`config.mk`:
```
export PLATFORM = sky130hd
export DESIGN_NAME = jk_drive_sequencer
export DESIGN_NICKNAME = d
export VERILOG_FILES = /design/src/rtl/jk_drive_sequencer.sv
export SDC_FILE = /design/constraint.sdc
export NUM_CORES = 1
export LEC_CHECK = 0
export ABC_AREA = 1
export BUFFER_PORTS_ARGS = -buffer_cell sky130_fd_sc_hd__buf_2
export CORE_MARGIN = 2
export CORE_UTILIZATION = 61
export DETAILED_ROUTE_END_ITERATION = 6
export HOLD_SLACK_MARGIN = 0.05
export PLACE_DENSITY = 0.87
export SLEW_MARGIN = 20
export SYNTH_ARGS = -nofsm -noshare
export SYNTH_HDL_FRONTEND = slang
export SYNTH_SLANG_ARGS = --single-unit
```
`constraint.sdc`:
```
create_clock -name clk -period 3.95 [get_ports clk]
set_input_delay 0.79 -clock clk [delete_from_list [all_inputs] [get_ports clk]]
set_output_delay 0.79 -clock clk [all_outputs]
set_load 0.01 [all_outputs]
```
`src/rtl/jk_drive_sequencer.sv`:
```
// jk_drive_sequencer
// Buffers {j,k} operations with a repeat count, then replays them onto a
// downstream JK flip-flop one operation per clock with no bubbles between
// back-to-back commands. j/k, in_ready and busy all come straight from flops.
//
// Optional feature macro: JK_SEQ_CHECK_EN
//   defined   -> a reference model of the flip-flop tracks the expected q.
//                A two-stage check pipeline compares q_obs against it and
//                drives the sticky err flag and the saturating err_cnt.
//                clr_err clears both.
//   undefined -> err/err_cnt are tied to zero, and q_obs/clr_err are ignored.
//                Sequencing behaviour is identical in both builds.

module jk_drive_sequencer #(
  parameter int DEPTH = 4,
  parameter int REP_W = 4
) (
  input  logic             clk,
  input  logic             rst_n,
  input  logic             in_valid,
  output logic             in_ready,
  input  logic [1:0]       in_jk,
  input  logic [REP_W-1:0] in_rep,
  output logic             j,
  output logic             k,
  input  logic             q_obs,
  output logic             busy,
  input  logic             clr_err,
  output logic             err,
  output logic [7:0]       err_cnt
);

  localparam int AW = (DEPTH > 1) ? $clog2(DEPTH) : 1;
  localparam int CW = AW + 1;
  localparam int EW = REP_W + 2;
  localparam logic [CW-1:0] FULL_CNT = CW'(DEPTH);

  typedef enum logic [0:0] {
    IDLE  = 1'b0,
    APPLY = 1'b1
  } state_t;

  state_t           state;
  state_t           state_next;
  logic [1:0]       op;            // operation on j/k; 00 whenever idle
  logic [1:0]       op_next;
  logic [REP_W-1:0] rep_cnt;       // remaining extra cycles of current op
  logic [REP_W-1:0] rep_cnt_next;

  logic [EW-1:0]    fifo_mem [DEPTH];
  logic [AW-1:0]    wr_ptr;
  logic [AW-1:0]    rd_ptr;
  logic [CW-1:0]    fifo_cnt;
  logic [CW-1:0]    fifo_cnt_next;
  logic [EW-1:0]    head;
  logic             fifo_empty;
  logic             push;
  logic             pop;

  logic             in_ready_r;
  logic             busy_r;

  assign fifo_empty = (fifo_cnt == {CW{1'b0}});
  assign push       = in_valid && in_ready_r;
  assign head       = fifo_mem[rd_ptr];

  // Command storage: write the accepted {jk,rep} at the tail slot.
  always_ff @(posedge clk) begin
    if (push) begin
      fifo_mem[wr_ptr] <= {in_jk, in_rep};
    end
  end

  // Occupancy after this edge; a simultaneous push and pop leaves it unchanged.
  always_comb begin
    fifo_cnt_next = fifo_cnt;
    case ({push, pop})
      2'b10:   fifo_cnt_next = fifo_cnt + CW'(1);
      2'b01:   fifo_cnt_next = fifo_cnt - CW'(1);
      default: fifo_cnt_next = fifo_cnt;
    endcase
  end

  // FIFO pointers and occupancy.
  always_ff @(posedge clk or negedge rst_n) begin
    if (!rst_n) begin
      wr_ptr   <= {AW{1'b0}};
      rd_ptr   <= {AW{1'b0}};
      fifo_cnt <= {CW{1'b0}};
    end else begin
      if (push) begin
        wr_ptr <= wr_ptr + AW'(1);
      end
      if (pop) begin
        rd_ptr <= rd_ptr + AW'(1);
      end
      fifo_cnt <= fifo_cnt_next;
    end
  end

  // Next state, next drive and pop decision. The head is only visible once it
  // is in the FIFO, so a push into an empty FIFO is popped at the next edge.
  always_comb begin
    state_next   = state;
    op_next      = op;
    rep_cnt_next = rep_cnt;
    pop          = 1'b0;
    case (state)
      IDLE: begin
        if (!fifo_empty) begin
          pop          = 1'b1;
          op_next      = head[EW-1:REP_W];
          rep_cnt_next = head[REP_W-1:0];
          state_next   = APPLY;
        end else begin
          op_next      = 2'b00;
        end
      end
      APPLY: begin
        if (rep_cnt != {REP_W{1'b0}}) begin
          rep_cnt_next = rep_cnt - REP_W'(1);
        end else if (!fifo_empty) begin
          // Chain straight into the next command: no idle cycle between ops.
          pop          = 1'b1;
          op_next      = head[EW-1:REP_W];
          rep_cnt_next = head[REP_W-1:0];
        end else begin
          op_next      = 2'b00;
          state_next   = IDLE;
        end
      end
      default: begin
        state_next   = IDLE;
        op_next      = 2'b00;
        rep_cnt_next = {REP_W{1'b0}};
      end
    endcase
  end

  // Sequencer state, drive register and registered handshake/status flags.
  always_ff @(posedge clk or negedge rst_n) begin
    if (!rst_n) begin
      state      <= IDLE;
      op         <= 2'b00;
      rep_cnt    <= {REP_W{1'b0}};
      in_ready_r <= 1'b1;
      busy_r     <= 1'b0;
    end else begin
      state      <= state_next;
      op         <= op_next;
      rep_cnt    <= rep_cnt_next;
      in_ready_r <= (fifo_cnt_next != FULL_CNT);
      busy_r     <= (fifo_cnt_next != {CW{1'b0}}) || (state_next == APPLY);
    end
  end

  assign j        = op[1];
  assign k        = op[0];
  assign in_ready = in_ready_r;
  assign busy     = busy_r;

`ifdef JK_SEQ_CHECK_EN
  logic       exp_q;       // model of flip-flop q after the last applied op
  logic       exp_known;   // model has seen a set or reset since reset
  logic       chk_vld;     // an op was applied last edge; q_obs valid to check
  logic       err_r;
  logic [7:0] err_cnt_r;
  logic       mismatch;

  // Reference model: mirror what the flip-flop captures from the op on j/k.
  always_ff @(posedge clk or negedge rst_n) begin
    if (!rst_n) begin
      exp_q     <= 1'b0;
      exp_known <= 1'b0;
      chk_vld   <= 1'b0;
    end else begin
      chk_vld <= (state == APPLY);
      if (state == APPLY) begin
        case (op)
          2'b01: begin
            exp_q     <= 1'b0;
            exp_known <= 1'b1;
          end
          2'b10: begin
            exp_q     <= 1'b1;
            exp_known <= 1'b1;
          end
          2'b11:   exp_q <= ~exp_q;
          default: exp_q <= exp_q;
        endcase
      end
    end
  end

  // Toggles/holds from an unknown start are not checked.
  assign mismatch = chk_vld && exp_known && (q_obs != exp_q);

  // Sticky error flag and saturating counter; a clear wins over a mismatch.
  always_ff @(posedge clk or negedge rst_n) begin
    if (!rst_n) begin
      err_r     <= 1'b0;
      err_cnt_r <= 8'h00;
    end else if (clr_err) begin
      err_r     <= 1'b0;
      err_cnt_r <= 8'h00;
    end else if (mismatch) begin
      err_r <= 1'b1;
      if (err_cnt_r != 8'hFF) begin
        err_cnt_r <= err_cnt_r + 8'h01;
      end
    end
  end

  assign err     = err_r;
  assign err_cnt = err_cnt_r;
`else
  logic unused_chk_inputs;

  assign unused_chk_inputs = q_obs ^ clr_err;
  assign err               = 1'b0;
  assign err_cnt           = 8'h00;
`endif

endmodule

```
==> metrics.yaml, run 1 <==
required_ns: 4.18
antenna_cells: 0
drive_above_1_share_pct: 18.3
yosysTopAreaCell: "edfxtp_1"
start_kind: "flip-flop"
cp_max_fo: 9
cts_tree: "yes"
dieHeight_um: 60.6
synth_edf_count: 24
hpwl_mm: 2.28
synth-async-reset-ratio_pct: 40.0
postCtsHoldBufs: 0
io_buffers: 12
num_vias: 1184
p_per_area_nw_per_um2: 713
fin_setup_tns_ns: 0
status: "complete, no violations"
h-tree-depth: 2
hold_violations: 0
drt_iter0_drc: 36
maxSlewViolCount: 0
clk_pin_slew_ns: 0.11
wirelength_mm: 2.97
ys.warnings.count: 0
gp_congestion: 0.820
syn_to_final_growth_pct: 5.06
dp_worst_setup_slack_ns: 1.58
initial_core_util_pct: 63.9
synth_top_area_share_pct: 36.9
grt_overflow: 0
synth_cell_types: 28
worstSkewPairLatency_ns: 0.34
grt_max_degree: 17
path_class: "flip-flop to flip-flop"
fmax_ghz: 0.438
ys_ff_latch: 40
synth_area_leaders: "edfxtp_1 (37%), dfrtp_1 (19%), nand2_1 (6.5%)"
post_drt_wl_per_cell_um: 12.3
drtAntennaViolNets: 0
grtUsageTotal_pct: 19.4
cts_buffer_depth: 2
netlist_area_um2: 1950
grt_pass1_vias: 1122
post_synth_most_frequent_cells: "nand2_1 (34), edfxtp_1 (24), inv_1 (23), dfrtp_1 (15), nor2_1 (14)"
cts_buffers: 5
setup_viol: 0
synth_ff_type: "edfxtp_1"
die-area_um2: 3670
slew-limit-headroom_pct: 58.2
skew_ns: 0.00890
fillers: 233
pin_count: 24
cp-end-kind: "flip-flop"
cts_num_sinks: 40
crit_arrival_ns: 2.51
vias_per_cell: 4.91
maxCapViolCount: 0
syn_inst: 182
worstMarginPinSlew_ns: 0.625
worst_slack_ns: 1.67
hold_class: "primary input to asynchronous set/reset pin"
rsz0062_at_grt: "no"
yosysMostFrequentCell: "nand2_1"
core-area_um2: 3050
r2r_cells: 12
die_w_um: 60.6
rows: 20
ir_worst_vdd_mv: 0.443
grt_pass1_wl_mm: 4.91
antenna_found_initial: 0
cts-root-buf: "clkbuf_4"
nNetsFinal: 215
drt_first_pass_iters: 4
yosysSeqAreaShare_pct: 57.5
fin_crit_ns: 2.28
drc: 0
cts_setup_buffers: 0
avgSynthCellArea_um2: 10.7
leakage_nw: 0.929
fin_crit_sh_pct: 57.8
ctsResizeCount: 0
-- path summary, 6_finish.rpt --
kind	startpoint	slack (ns)	to
max reg2reg	rep_cnt[0]	1.67	busy
max	rep_cnt[0]	1.67	busy
max in group asynchronous	rst_n	3.32	in_ready
min in group clk	op[1]	0.51	op[1]
min reg2reg	op[1]	0.51	op[1]
min	rst_n	0.33	wr_ptr[1]
-- cell families (layout without fill, tap and decap cells) --
group | after synthesis | count (layout) | share of synthesized area, %
and+or+nand+nor | 72 | 72 | 18.4
DFF | 40 | 40 | 57.5
xor gates and xnor gates | 5 | 5 | 2.24
AOI/OAI and AO/OA | 17 | 17 | 4.55
buffers and inverters | 39 | 46 | 11.6
other | 1 | 9 | 0.192
adders and majority gates | 8 | 8 | 5.51
-- power by group --
group | switching (mW) | internal [mW]
clock | 0.123 | 0.129
combinational | 0.349 | 0.195
sequential | 0.0939 | 0.571
total | 0.566 | 0.896
-- per-stage QoR --
stage / std cells / hold slack [ns] / instance area, um^2 / util (%) / total power [mW]
4_1_cts: 241 / 0.334 / 2050 / 67.2 / 1.48
3_5_place_dp: 233 / 0.494 / 1980 / 64.7 / 1.23
3_3_place_gp: 233 / 0.478 / 1980 / 64.7 / 1.17
2_1_floorplan: 190 / 0.482 / 1980 / - / 1.14
5_1_grt: 241 / 0.337 / 2050 / 67.2 / 1.58
6_report: 241 / 0.334 / 2050 / 67.2 / 1.46
-- area by class of cell --
cell class / count / area, um^2 / area share, %
clock inverters: 3 / 37.5 / 1.83
clock buffers: 5 / 37.5 / 1.83
multi-input cells: 111 / 633 / 30.9
flip-flops and latches: 40 / 1120 / 54.7
inverters: 26 / 105 / 5.13
repair buffers: 12 / 60.1 / 2.93
well taps: 44 / 55.1 / 2.68
-- layout by cell type, fill, tap and decap left out, drive strengths merged --
cell type / count
conb: 9
nor2: 17
inv: 26
dfstp: 1
clkinv: 2
edfxtp: 24
buf: 12
nand2: 41
xnor2: 1
clkbuf: 5
xor2: 4
dfrtp: 15
bufinv: 1
o21ai: 12
nand3: 14
fa: 1
ha: 7
a21oi: 5
-- state kept, by name (all words and copies together), names as in the netlist --
name / flops
rep_cnt: 4
fifo_cnt: 3
op: 2
state: 1
in_ready: 1
fifo_mem: 24
wr_ptr: 2
rd_ptr: 2
busy: 1
-- critical path, stage by stage, from the launching register on --
cell and delay, ns:
dfrtp_1 0.41, inv_1 0.12, ha_1 0.20, nand2_2 0.08, nand2_4 0.12, nand2_8 0.09, inv_4 0.07, ha_1 0.13
inv_1 0.06, fa_1 0.48, o21ai_0 0.11, nor2_1 0.20, nand3_1 0.10
-- metal layers --
layer | GRT usage, % | share of wire [%] | vias up
li1 | - | - | 591
met1 | 21.7 | 42 | 555
met2 | 33.6 | 52 | 34
met3 | 6.61 | 4.9 | 4
met4 | 8.39 | 1.1 | 0
met5 | 0 | 0 | -
Power figures use the tool's default switching activity.
==> inputs of run 2 (changes only) <==
CORE_UTILIZATION = 57   (was 61)
PLACE_DENSITY = 0.82   (was 0.87)
clock period = 2.2 ns   (was 3.95 ns; I/O delays follow)
==> metrics.yaml, run 2 (same netlist as run 1, synthesis figures left out) <==
gp_congestion: 0.752
cts_num_sinks: 40
hpwl_mm: 1.99
status: "complete, no violations"
start_kind: "flip-flop"
path_depth: 14
fin_crit_ns: 2.11
wirelength_mm: 2.99
num_vias: 1176
grt_max_degree: 17
worstMarginPinSlew_ns: 0.615
top_regs: "fifo_mem (24), rep_cnt (4), fifo_cnt (3)"
initial_core_util_pct: 59.0
nNetsFinal: 223
maxCapViolCount: 0
fmax_ghz: 0.474
largest_reg_flops: 24
antenna_cells: 0
grt_pass1_wl_mm: 4.95
ir_worst_vdd_mv: 0.731
final_cell_mix: "nand2_1 (34), edfxtp_1 (24), inv_1 (22)"
antenna_found_initial: 0
drtAntennaViolNets: 0
io_buffers: 12
top_register: "fifo_mem"
cts_tree: "yes"
h-tree-depth: 2
worstSkewPairLatency_ns: 0.35
timing.rr.end: "in_ready"
path_class: "flip-flop to flip-flop"
drt_first_pass_iters: 4
leakage_nw: 0.975
rows: 21
vias_per_cell: 4.69
r2r_cells: 14
rsz0062_at_grt: "yes"
cp_max_fo: 3
cts-root-buf: "clkbuf_4"
slew-limit-headroom_pct: 59.0
pin_count: 24
max_stage_delay_ns: 0.42
crit_arrival_ns: 2.39
grt_pass1_vias: 1131
cp-endpoint: "in_ready"
required_ns: 2.48
cts_buffers: 5
p_per_area_nw_per_um2: 1300
setup_viol: 0
fin_setup_tns_ns: 0
final_common_cell: "nand2_1"
die_w_um: 62.5
cts_buffer_depth: 2
path_delay_family: "adder cells"
r2r_setup_slack_ns: 0.09
cp-end-kind: "flip-flop"
critical_path.cell_chain: "inv_1 > ha_2 > nand2_2 > nand2_4 > nand2_8 > inv_4 > ha_1 > inv_1 > fa_1 > nor2_1 > nor2_1 > nand2_1 > xor2_1 > nand2_1"
crit_start: "rep_cnt[1]"
die-area_um2: 3910
dieHeight_um: 62.5
drt_iter0_drc: 28
cpMaxStageDelayCell: "dfrtp_1"
skew_ns: 0.0119
cp.buffers_inverters: 3
post_drt_wl_per_cell_um: 11.9
drc: 0
grt_overflow: 0
maxSlewViolCount: 0
fin_cells: 251
syn_to_final_growth_pct: 9.74
clk_pin_slew_ns: 0.12
grtUsageTotal_pct: 17.4
drive_above_1_share_pct: 22.9
hold_violations: 0
core-area_um2: 3310
hold_class: "primary input to flip-flop"
numPlacedInstances: 239
r2r-start: "rep_cnt[1]"
fin_crit_sh_pct: 95.9
[run 2: final cells by class]
class | count | area [um^2]
repair buffers | 20 | 123
clock inverters | 1 | 30.0
flip-flops and latches | 40 | 1120
fillers | 257 | 1170
multi-input cells | 111 | 638
inverters | 26 | 105
clock buffers | 7 | 66.3
well taps | 46 | 57.6
[run 2: per-layer routing]
layer	track usage [%]	part of all wire [%]
met1	19.4	40
met2	30.1	52
met3	5.41	5.0
met4	8.61	2.8
met5	0	0
[run 2: timing repair]
item	in CTS	in global routing
endpoints found under the setup margin	1	3
hold endpoints to repair	15	0
setup buffers	0	3
cloned	0	0
pin swaps	1	4
hold buffers	1	0
resized for setup	0	4
[run 2: report_power, final]
part,switching (mW),total (mW),internal [mW],leakage [nW]
combinational,0.640,1.05,0.410,0.523
clock,0.227,0.536,0.309,0.0506
sequential,0.174,1.20,1.02,0.401
[run 2: metrics by stage]
step / worst slack (ns) / power, mW / hold WS (ns) / instance area [um^2] / util [%]
finish: 0.0893 / 2.78 / 0.298 / 2140 / 64.7
global route: -0.0432 / 3.01 / 0.274 / 2140 / 64.7
CTS: 0.0111 / 2.74 / 0.289 / 2110 / 63.9
detailed placement: 0.0512 / 2.20 / 0.373 / 2010 / 60.7
global placement: 0.0925 / 2.15 / 0.370 / 2010 / 60.7
floorplan: 0.197 / 2.05 / 0.144 / 1980 / -
[run 2: how the worst min path moves through the flow]
stage	startpoint	depth (start not counted)	end	slack, ns
6_report	in_jk[0]	1	fifo_mem[2][4]	0.30
5_1_grt	in_rep[2]	1	fifo_mem[0][2]	0.27
4_1_cts	in_jk[0]	1	fifo_mem[2][4]	0.29
3_5_place_dp	rst_n	1	wr_ptr[0]	0.37
3_3_place_gp	rst_n	1	wr_ptr[0]	0.37
2_1_floorplan	rst_n	0	busy	0.14
==> inputs of run 3 (changes only) <==
RECOVER_POWER = 100   (was unset)
==> metrics.yaml, run 3 (same netlist as run 1, synthesis figures left out) <==
core-area_um2: 3310
die-area_um2: 3910
post_drt_wl_per_cell_um: 11.9
worstSkewPairLatency_ns: 0.35
clk_pin_slew_ns: 0.12
grt_pass1_vias: 1131
antenna_cells: 0
die_w_um: 62.5
antenna_found_initial: 0
h-tree-depth: 2
cp_max_fo: 3
num_vias: 1176
crit_arrival_ns: 2.40
p_per_area_nw_per_um2: 1300
gp_congestion: 0.752
largest_reg_flops: 24
max_stage_delay_ns: 0.42
skew_ns: 0.0128
power_frac_seq_pct: 43.0
initial_core_util_pct: 59.0
hold_violations: 0
hpwl_mm: 1.99
grt_overflow: 0
fin_util_pct: 64.4
start_kind: "flip-flop"
post_dp_cell_area_um2: 2010
leakage_nw: 0.955
rsz0062_at_grt: "yes"
fin_cells: 251
fin_crit_ns: 2.11
cpMaxStageDelayCell: "dfrtp_1"
fmax_ghz: 0.474
required_ns: 2.48
setup_viol: 0
maxCapViolCount: 0
cts_num_sinks: 40
worstMarginPinSlew_ns: 0.865
grtUsageTotal_pct: 17.4
p_sw_share_pct: 37.4
cts_tree: "yes"
ir_worst_vdd_mv: 0.730
path_class: "flip-flop to flip-flop"
p_int_mw: 1.74
status: "complete, no violations"
dieHeight_um: 62.5
comb_power_share_pct: 37.7
final_cell_mix: "nand2_1 (34), edfxtp_1 (24), inv_1 (22)"
syn_to_final_growth_pct: 9.30
nNetsFinal: 223
fin_area_um2: 2130
wirelength_mm: 2.98
maxSlewViolCount: 0
power_mw: 2.78
drtAntennaViolNets: 0
grt_pass1_wl_mm: 4.95
pin_count: 24
drc: 0
drive_above_1_share_pct: 19.5
switchingPower_mw: 1.04
fillers: 262
rows: 21
fin_crit_sh_pct: 96.0
slew-limit-headroom_pct: 42.3
critical_path.cell_chain: "inv_1 > ha_2 > nand2_2 > nand2_4 > nand2_8 > inv_4 > ha_1 > inv_1 > fa_1 > nor2_1 > nor2_1 > nand2_1 > xor2_1 > nand2_1"
final_common_cell: "nand2_1"
top_regs: "fifo_mem (24), rep_cnt (4), fifo_cnt (3)"
cts_buffers: 5
vias_per_cell: 4.69
top_register: "fifo_mem"
cts_buffer_depth: 2
power.share.clock_pct: 19.3
hold_class: "primary input to flip-flop"
drt_iter0_drc: 28
io_buffers: 12
cp-end-kind: "flip-flop"
cts-root-buf: "clkbuf_4"
drt_first_pass_iters: 4
numPlacedInstances: 239
grt_max_degree: 17
-- run 3: worst paths after layout --
check                           depth (start not counted)        endpoint  slack, ns  startpoint
worst min register to register                          2           op[1]       0.52       op[1]
worst max register to register                         14        in_ready       0.09  rep_cnt[1]
worst max-delay path                                   14        in_ready       0.09  rep_cnt[1]
worst min-delay path                                    1  fifo_mem[3][2]       0.34   in_rep[2]
max in group asynchronous                               2            busy       0.97       rst_n
min in group asynchronous                               2           op[1]       0.70       rst_n
-- run 3: per-layer routing --
layer / global-route usage (%) / vias up / wire (um)
met3: 5.41 / 10 / 128
met1: 19.4 / 533 / 1210
met4: 8.61 / 0 / 78
met5: 0 / - / 0
met2: 30.1 / 24 / 1570
li1: - / 609 / -
-- run 3: worst max-delay path, delay by kind of cell, from the launching register on --
kind	cells	cell delay, ns
flops	1	0.42
fa+ha+maj	3	0.70
buf+inv	3	0.20
xor+xnor	1	0.18
simple gates	7	0.55
-- run 3: layout make-up --
class | count | area (um^2) | share of cell area (%)
timing repair buffer | 20 | 114 | 5.34
multi-input combinational | 111 | 638 | 29.9
clock buffer | 7 | 66.3 | 3.11
tap | 46 | 57.6 | 2.70
clock inverter | 1 | 30.0 | 1.41
inverter | 26 | 105 | 4.93
sequential | 40 | 1120 | 52.6
-- run 3: through the flow --
step | setup slack, ns | hold WS, ns | setup TNS [ns]
5_1_grt | -0.0432 | 0.329 | -0.0600
3_3_place_gp | 0.0925 | 0.370 | 0
4_1_cts | 0.0111 | 0.289 | 0
3_5_place_dp | 0.0512 | 0.373 | 0
2_1_floorplan | 0.197 | 0.144 | 0
6_report | 0.0886 | 0.340 | 0
-- run 3: timing repair --
action	CTS	global route
setup buffers	0	3
gates cloned	0	0
endpoints found under the hold margin	15	0
hold buffers	1	0
resized for setup	0	4
pin swaps	1	4
endpoints found under the setup margin	1	3
-- run 3: power groups by stage --
stage | logic, mW | clock network (mW) | registers, mW
final | 1.05 | 0.537 | 1.20
after CTS | 0.999 | 0.542 | 1.20
after detailed placement | 0.984 | 0 | 1.22
after global routing | 1.21 | 0.581 | 1.22
after global placement | 0.948 | 0 | 1.20
after floorplan | 0.917 | 0 | 1.13
